===== config.mk =====
export PLATFORM = sky130hd
export DESIGN_NAME = mult_seq
export DESIGN_NICKNAME = d
export VERILOG_FILES = /design/src/rtl/mult_seq.sv
export SDC_FILE = /design/constraint.sdc
export NUM_CORES = 1
export LEC_CHECK = 0
export BUFFER_PORTS_ARGS = -buffer_cell sky130_fd_sc_hd__buf_2
export CORE_AREA = 2 2 108 120
export DETAILED_ROUTE_END_ITERATION = 8
export DIE_AREA = 0 0 110 122
export HOLD_SLACK_MARGIN = 0.06
export PLACE_DENSITY = 0.74
export SYNTH_ARGS = -nofsm -noshare
export SYNTH_HDL_FRONTEND = slang
export SYNTH_SLANG_ARGS = --single-unit

===== constraint.sdc =====
create_clock -name clk -period 7.6 [get_ports clk]
set_clock_uncertainty 0.15 [all_clocks]
set_input_delay 0.38 -clock clk [delete_from_list [all_inputs] [get_ports clk]]
set_output_delay 0.38 -clock clk [all_outputs]
set_load 0.1 [all_outputs]

===== src/rtl/mult_seq.sv =====
// Sequential shift-add unsigned multiplier, K multiplier bits retired per cycle.
// Define MULT_SEQ_ACC_EN to add acc_clr and a running multiply-accumulate register.
module mult_seq #(
    parameter int unsigned W = 16,
    parameter int unsigned K = 1
) (
    input  logic             clk,
    input  logic             rst,
    input  logic             in_valid,
    output logic             in_ready,
    input  logic [W-1:0]     x,
    input  logic [W-1:0]     y,
    output logic             out_valid,
    input  logic             out_ready,
    output logic [2*W-1:0]   p_out
`ifdef MULT_SEQ_ACC_EN
    ,
    input  logic             acc_clr
`endif
);

    localparam int unsigned PW    = 2 * W;
    localparam int unsigned STEPS = W / K;
    localparam int unsigned CW    = $clog2(STEPS + 1);

    typedef enum logic [1:0] {
        IDLE = 2'd0,
        BUSY = 2'd1,
        DONE = 2'd2
    } state_t;

    state_t          state_q;
    logic [PW-1:0]   mcand_q;
    logic [W-1:0]    mplier_q;
    logic [PW-1:0]   pp_q;
    logic [PW-1:0]   pp_d;
    logic [PW-1:0]   p_q;
    logic [CW-1:0]   cnt_q;
    logic            out_valid_q;
`ifdef MULT_SEQ_ACC_EN
    logic [PW-1:0]   acc_q;
`endif

    // Acceptance is gated by rst so no operand is taken during a reset cycle.
    assign in_ready  = (state_q == IDLE) && !rst;
    assign out_valid = out_valid_q;
    assign p_out     = p_q;

    // One radix-2^K step: add the shifted multiplicand for each set low multiplier bit.
    always_comb begin
        pp_d = pp_q;
        for (int j = 0; j < int'(K); j++) begin
            if (mplier_q[j]) begin
                pp_d = pp_d + (mcand_q << j);
            end
        end
    end

    always_ff @(posedge clk) begin
        if (rst) begin
            state_q     <= IDLE;
            mcand_q     <= '0;
            mplier_q    <= '0;
            pp_q        <= '0;
            p_q         <= '0;
            cnt_q       <= '0;
            out_valid_q <= 1'b0;
`ifdef MULT_SEQ_ACC_EN
            acc_q       <= '0;
`endif
        end else begin
            case (state_q)
                IDLE: begin
                    if (in_valid) begin
                        mcand_q  <= PW'(x);
                        mplier_q <= y;
                        cnt_q    <= '0;
                        // Seeding the partial product folds the accumulate into the shift-add.
`ifdef MULT_SEQ_ACC_EN
                        pp_q     <= acc_clr ? '0 : acc_q;
`else
                        pp_q     <= '0;
`endif
                        state_q  <= BUSY;
                    end
                end
                BUSY: begin
                    pp_q     <= pp_d;
                    mcand_q  <= mcand_q << K;
                    mplier_q <= mplier_q >> K;
                    cnt_q    <= cnt_q + CW'(1);
                    if (cnt_q == CW'(STEPS - 1)) begin
                        p_q         <= pp_d;
                        out_valid_q <= 1'b1;
                        state_q     <= DONE;
`ifdef MULT_SEQ_ACC_EN
                        acc_q       <= pp_d;
`endif
                    end
                end
                DONE: begin
                    if (out_ready) begin
                        out_valid_q <= 1'b0;
                        state_q     <= IDLE;
                    end
                end
                default: begin
                    out_valid_q <= 1'b0;
                    state_q     <= IDLE;
                end
            endcase
        end
    end

endmodule


# Yosys cells after proc, flatten, opt, wreduce, memory -nomap -nowiden
# Cells that the tools add are included.
# Widths: inputs -> output; s select.
[totals]
ff_bits = 120
[classes]
add_sub_neg = 2
eq_ne = 6
n_mux = 16
bitwise_logic = 1
reduce_logical = 8
[ops]
columns = ["op", "n"]
rows = [
  ["$pmux 32 s2", 2],
  ["$mux 32", 3],
  ["$add 32x32->32", 1],
  ["$pmux 16 s2", 1],
  ["$mux 16", 1],
  ["$pmux 5 s2", 1],
  ["$mux 2", 3],
  ["$ne 2x2->1 const B", 3],
  ["$pmux 2 s3", 1],
  ["$reduce_and 3->1", 2],
  ["$add 5x1->5 const B", 1],
  ["$eq 5x4->1 const B", 1],
  ["$mux 5", 1],
  ["$reduce_and 2->1", 2],
  ["$pmux 1 s3", 1],
  ["$eq 2x1->1 const B", 1],
  ["$eq 2x2->1 const B", 1],
  ["$logic_not 2->1", 1],
  ["$mux 1", 2],
  ["$reduce_bool 2->1", 1],
  ["$logic_and 1x1->1", 1],
  ["$logic_not 1->1", 1],
  ["$not 1->1", 1],
]

# Longest topological paths before layout
[logic_depth]
ltp_word = 3
depth_mapped = 11
mapped_depth_nobuf = 11

# Worst setup path after synthesis
# No wires, ideal clock.
[synth_timing]
path_kind = "flip-flop to output port"
startpoint = "register state_q[0]"
endpoint = "output in_ready"
arrival_time_ns = 2.786
setup_slack_ns = 4.284
stages_incl_launch_ff = 4
path_cell_list = "dfxtp_1 clkbuf_1 buf_1 nor3_1"
[synth_via]
elab_chain_cells = 2
[synth_lines]
columns = ["item", "line_no", "text"]
rows = [
  ["start: declaration", "32", "state_t state_q;"],
  ["start signal: assignment", "61", "state_q <= IDLE;"],
  ["start signal: assignment", "84", "state_q <= BUSY;"],
  ["start signal: assignment", "95", "state_q <= DONE;"],
  ["$logic_not 2->1", "45", "assign in_ready = (state_q == IDLE) && !rst;"],
  ["$logic_and 1x1->1", "45", ""],
  ["end: declaration", "10", "output logic in_ready,"],
]
# No other way between the ends.

# Final worst setup path
[layout_timing]
startpoint = "register state_q[0]"
endpoint = "register p_q[2], in the netlist p_out[2]"
[layout_via]
elab_chain_cells = 2
[layout_lines]
columns = ["item", "line_no", "text"]
rows = [
  ["$eq 2x1->1", "72", "case (state_q)"],
  ["$reduce_and 2->1 (no source line)", "-", ""],
  ["end signal: assignment", "93", "p_q <= pp_d;"],
  ["end: declaration", "37", "logic [PW-1:0] p_q;"],
]
# No other way between the ends.
# A chain may end at the register's enable or synchronous reset.

==> results.yml <==
floorplanning:
  core_um2: 12300
  start_util_pct: 53.1
  die_h_um: 122
  num_rows: 43
  dieArea_um2: 13400
  die_w_um: 110
  num_io_pins: 70
cells_and_area:
  fillers: 1101
  layout.nets: 857
  diodes: 0
  area_growth_syn_to_layout_pct: 13.1
  stdcell_area_um2: 7410
  final_layout_size_suffix_gt1_share_pct: 20.0
routing:
  vias: 6028
  wl_um: 17700
  postRouteAntennaNets: 0
  viasPerCell: 6.31
  drc: 0
  wire_per_inst_um: 18.6
  drtIter0Drc: 531
  first_pass_iters: 5
sta:
  hold_violations: 0
  tightest_slew_ns: 1.04
  rsz0062_at_grt: "false"
  period_share_pct: 44.1
  drv_slew: 0
  timing.setup.tns_ns: 0
  finalCriticalPeriod_ns: 3.35
  max_clock_freq_ghz: 0.299
  relSlewSlack_pct: 30.4
  finalSetupViolations: 0
power:
  intPower_w: 0.00123
  switchingPower_w: 0.000401
  power.share.combinational_pct: 10.6
  max-vdd-ir-drop_v: 0.000127
  p_leak_nw: 3.30
  p_clk_share_pct: 48.8
  p_sw_share_pct: 24.6
  pwr-share-seq_pct: 40.7
  power_density_nw_per_um2: 220
setup_path:
  crit_arrival_ns: 3.48
  crit_path_end_kind: "flip-flop"
  worstPathRequired_ns: 7.73
  crit_path_frequent_cell: "buf_4"
  max_stage_delay_ns: 0.80
  start_kind: "flip-flop"
  crit_type: "reg2reg"
  worstPathMaxFanout: 34
  crit_slowest_cell: "clkinv_1"
  cp_cell_sequence: "clkinv_1 -> nor2_2 -> buf_4 -> and2_1 -> buf_4 -> mux2i_1 -> nor2_1"
cts:
  clk_path_buf_depth: 2
  postCtsSetupRepairBufs: 0
  cts.sinks: 120
  cts_buffers: 17
  cts.repair.resized: 0
  htreeDepth: 4
  ctsHoldBuffers: 0
  cts_tree: "yes"
  clk_pin_slew_worst_paths_ns: 0.05
  insertion_delay_ns: 0.43
  clockRootBuffer: "clkbuf_16"
yosys:
  synth_async_sr_flop_share_pct: 0
  synth_top_family_by_area: "compound AO/OA/AOI/OAI gates"
  synth_compound_area_share_pct: 30.9
  syn_avg_cell_area_um2: 8.76
  yosys.area.top_type: "dfxtp_1"
  synth_area_leaders: "dfxtp_1 37%, ha_1 6.3%, nor2_1 6.2%"
  synth-seq-area-share_pct: 36.7
  yosys.area_share.simple_pct: 14.2
  synth_top_area_share_pct: 36.7
  syn-num-nets: 817
  synth-edff-count: 0
  ys_seq_elements: 120
  yosys.area_share.adder_pct: 6.61
  synth_top_flop_cell: "dfxtp_1"
  synth.area.mux_share_pct: 2.94
  yosys_warnings: 0
  synthXorXnorAreaFrac_pct: 3.08
  synth.cell_area_um2: 6550
  synth_cell_types: 61
  syn_inst: 747
grt:
  grt_pass1_vias: 5697
  grtUsageTotal_pct: 27.3
  grt_pass1_wl_um: 28300
  grt_max_degree: 71
  antenna_found_initial: 0
  overflow: 0
place:
  placed_area_um2: 6820
  port-buffer-count: 69
  hpwl_um: 11500
  gp_congestion: 0.949
flow_run:
  drv_cap: 0
hold_path:
  hold_path_class: "in2reg"
status:
  status: "finished clean"
-- flip-flops by register name, summed over array words and instances (netlist names) --
name,cells
state_q,2
mplier_q,16
pp_q,32
p_out,32
mcand_q,32
cnt_q,5
out_valid,1
-- power by group through the flow --
| stage | clock [W] | combinational, W | sequential (W) |
|---|---|---|---|
| 2_1_floorplan | 0 | 0.000135 | 0.000673 |
| 3_3_place_gp | 0 | 0.000166 | 0.000675 |
| 3_5_place_dp | 0 | 0.000170 | 0.000676 |
| 4_1_cts | 0.000805 | 0.000171 | 0.000663 |
| 5_1_grt | 0.000832 | 0.000187 | 0.000665 |
| 6_report | 0.000797 | 0.000172 | 0.000664 |
-- cell type report --
cell class	instances	area, um2	area share [%]
clock inverters	8	95.1	1.28
inverters	9	33.8	0.456
well taps	157	196	2.65
multi-input cells	562	3780	51.1
repair buffers	77	405	5.47
clock buffers	23	488	6.59
flip-flops and latches	120	2400	32.4
-- kinds of logic after synthesis --
logic type / after synthesis
AOI/OAI and AO/OA: 277
xor gates and xnor gates: 23
adders and majority gates: 34
buffers and inverters: 65
DFF: 120
muxes: 18
and+or+nand+nor: 210
-- cells in the final DEF, fill, tap and decap left out, drive strengths merged, types with 5 or more instances in the layout --
cell type  count
dfxtp        120
nor2         108
buf           77
a21oi         66
nand2         50
a22oi         39
o21ai         34
ha            33
a2bb2oi       31
o221a         31
clkbuf        23
a21o          16
xnor2         16
a31oi         13
mux2          10
inv            8
a211oi         8
mux2i          8
xor2           7
nor2b          7
or3            7
nor3           6
nand4          6
and3           6
a22o           5
o31ai          5
clkinv         5
-- worst paths after layout --
kind,startpoint,to,slack [ns],cells past startpoint
max reg2reg,state_q[0],p_out[2],4.25,7
min reg2reg,p_out[4],p_out[4],0.30,2
min,y[15],mplier_q[15],0.09,3
max,state_q[0],p_out[2],4.25,7
-- routing by layer --
| metal | up-vias | GRT usage, % | wire (um) |
|---|---|---|---|
| li1 | 2873 | - | - |
| met1 | 2869 | 33.5 | 7450 |
| met2 | 237 | 44.8 | 8610 |
| met3 | 49 | 7.01 | 1160 |
| met4 | 0 | 11.6 | 518 |
| met5 | - | 0 | 0 |
-- metrics by stage --
| step | instances | hold WS (ns) | power [W] | utilization [%] | setup slack [ns] |
|---|---|---|---|---|---|
| after floorplan | 747 | 0.294 | 0.000807 | - | 4.28 |
| after global placement | 925 | 0.295 | 0.000841 | 55.4 | 4.31 |
| after detailed placement | 925 | 0.297 | 0.000846 | 55.4 | 4.25 |
| after CTS | 956 | 0.0841 | 0.00164 | 60.1 | 4.23 |
| after global routing | 956 | 0.104 | 0.00168 | 60.1 | 3.97 |
| final | 956 | 0.0909 | 0.00163 | 60.1 | 4.25 |
-- synthesized netlist by cell type (5+ instances only) --
| cell type | count |
|---|---|
| dfxtp_1 | 120 |
| nor2_1 | 108 |
| a21oi_1 | 66 |
| nand2_1 | 50 |
| a22oi_1 | 39 |
| clkbuf_1 | 38 |
| ha_1 | 33 |
| o21ai_0 | 32 |
| a2bb2oi_1 | 31 |
| o221a_2 | 31 |
| a21o_1 | 16 |
| xnor2_1 | 16 |
| a31oi_1 | 13 |
| mux2_2 | 10 |
| clkbuf_8 | 9 |
| a211oi_1 | 8 |
| inv_1 | 8 |
| mux2i_1 | 8 |
| nor2b_1 | 7 |
| or3_1 | 7 |
| xor2_1 | 7 |
| nand4_1 | 6 |
| nor3_1 | 6 |
| a22o_1 | 5 |
| buf_1 | 5 |
| o31ai_1 | 5 |
-- worst max-delay path, delay by kind of cell, from the launching register on --
| family | cells | cell delay (ns) |
|---|---|---|
| buffers and inverters | 3 | 1.63 |
| DFF | 1 | 0.33 |
| muxes | 1 | 0.23 |
| and+or+nand+nor | 3 | 0.86 |
Note: power is estimated with default switching activity, not from simulation.
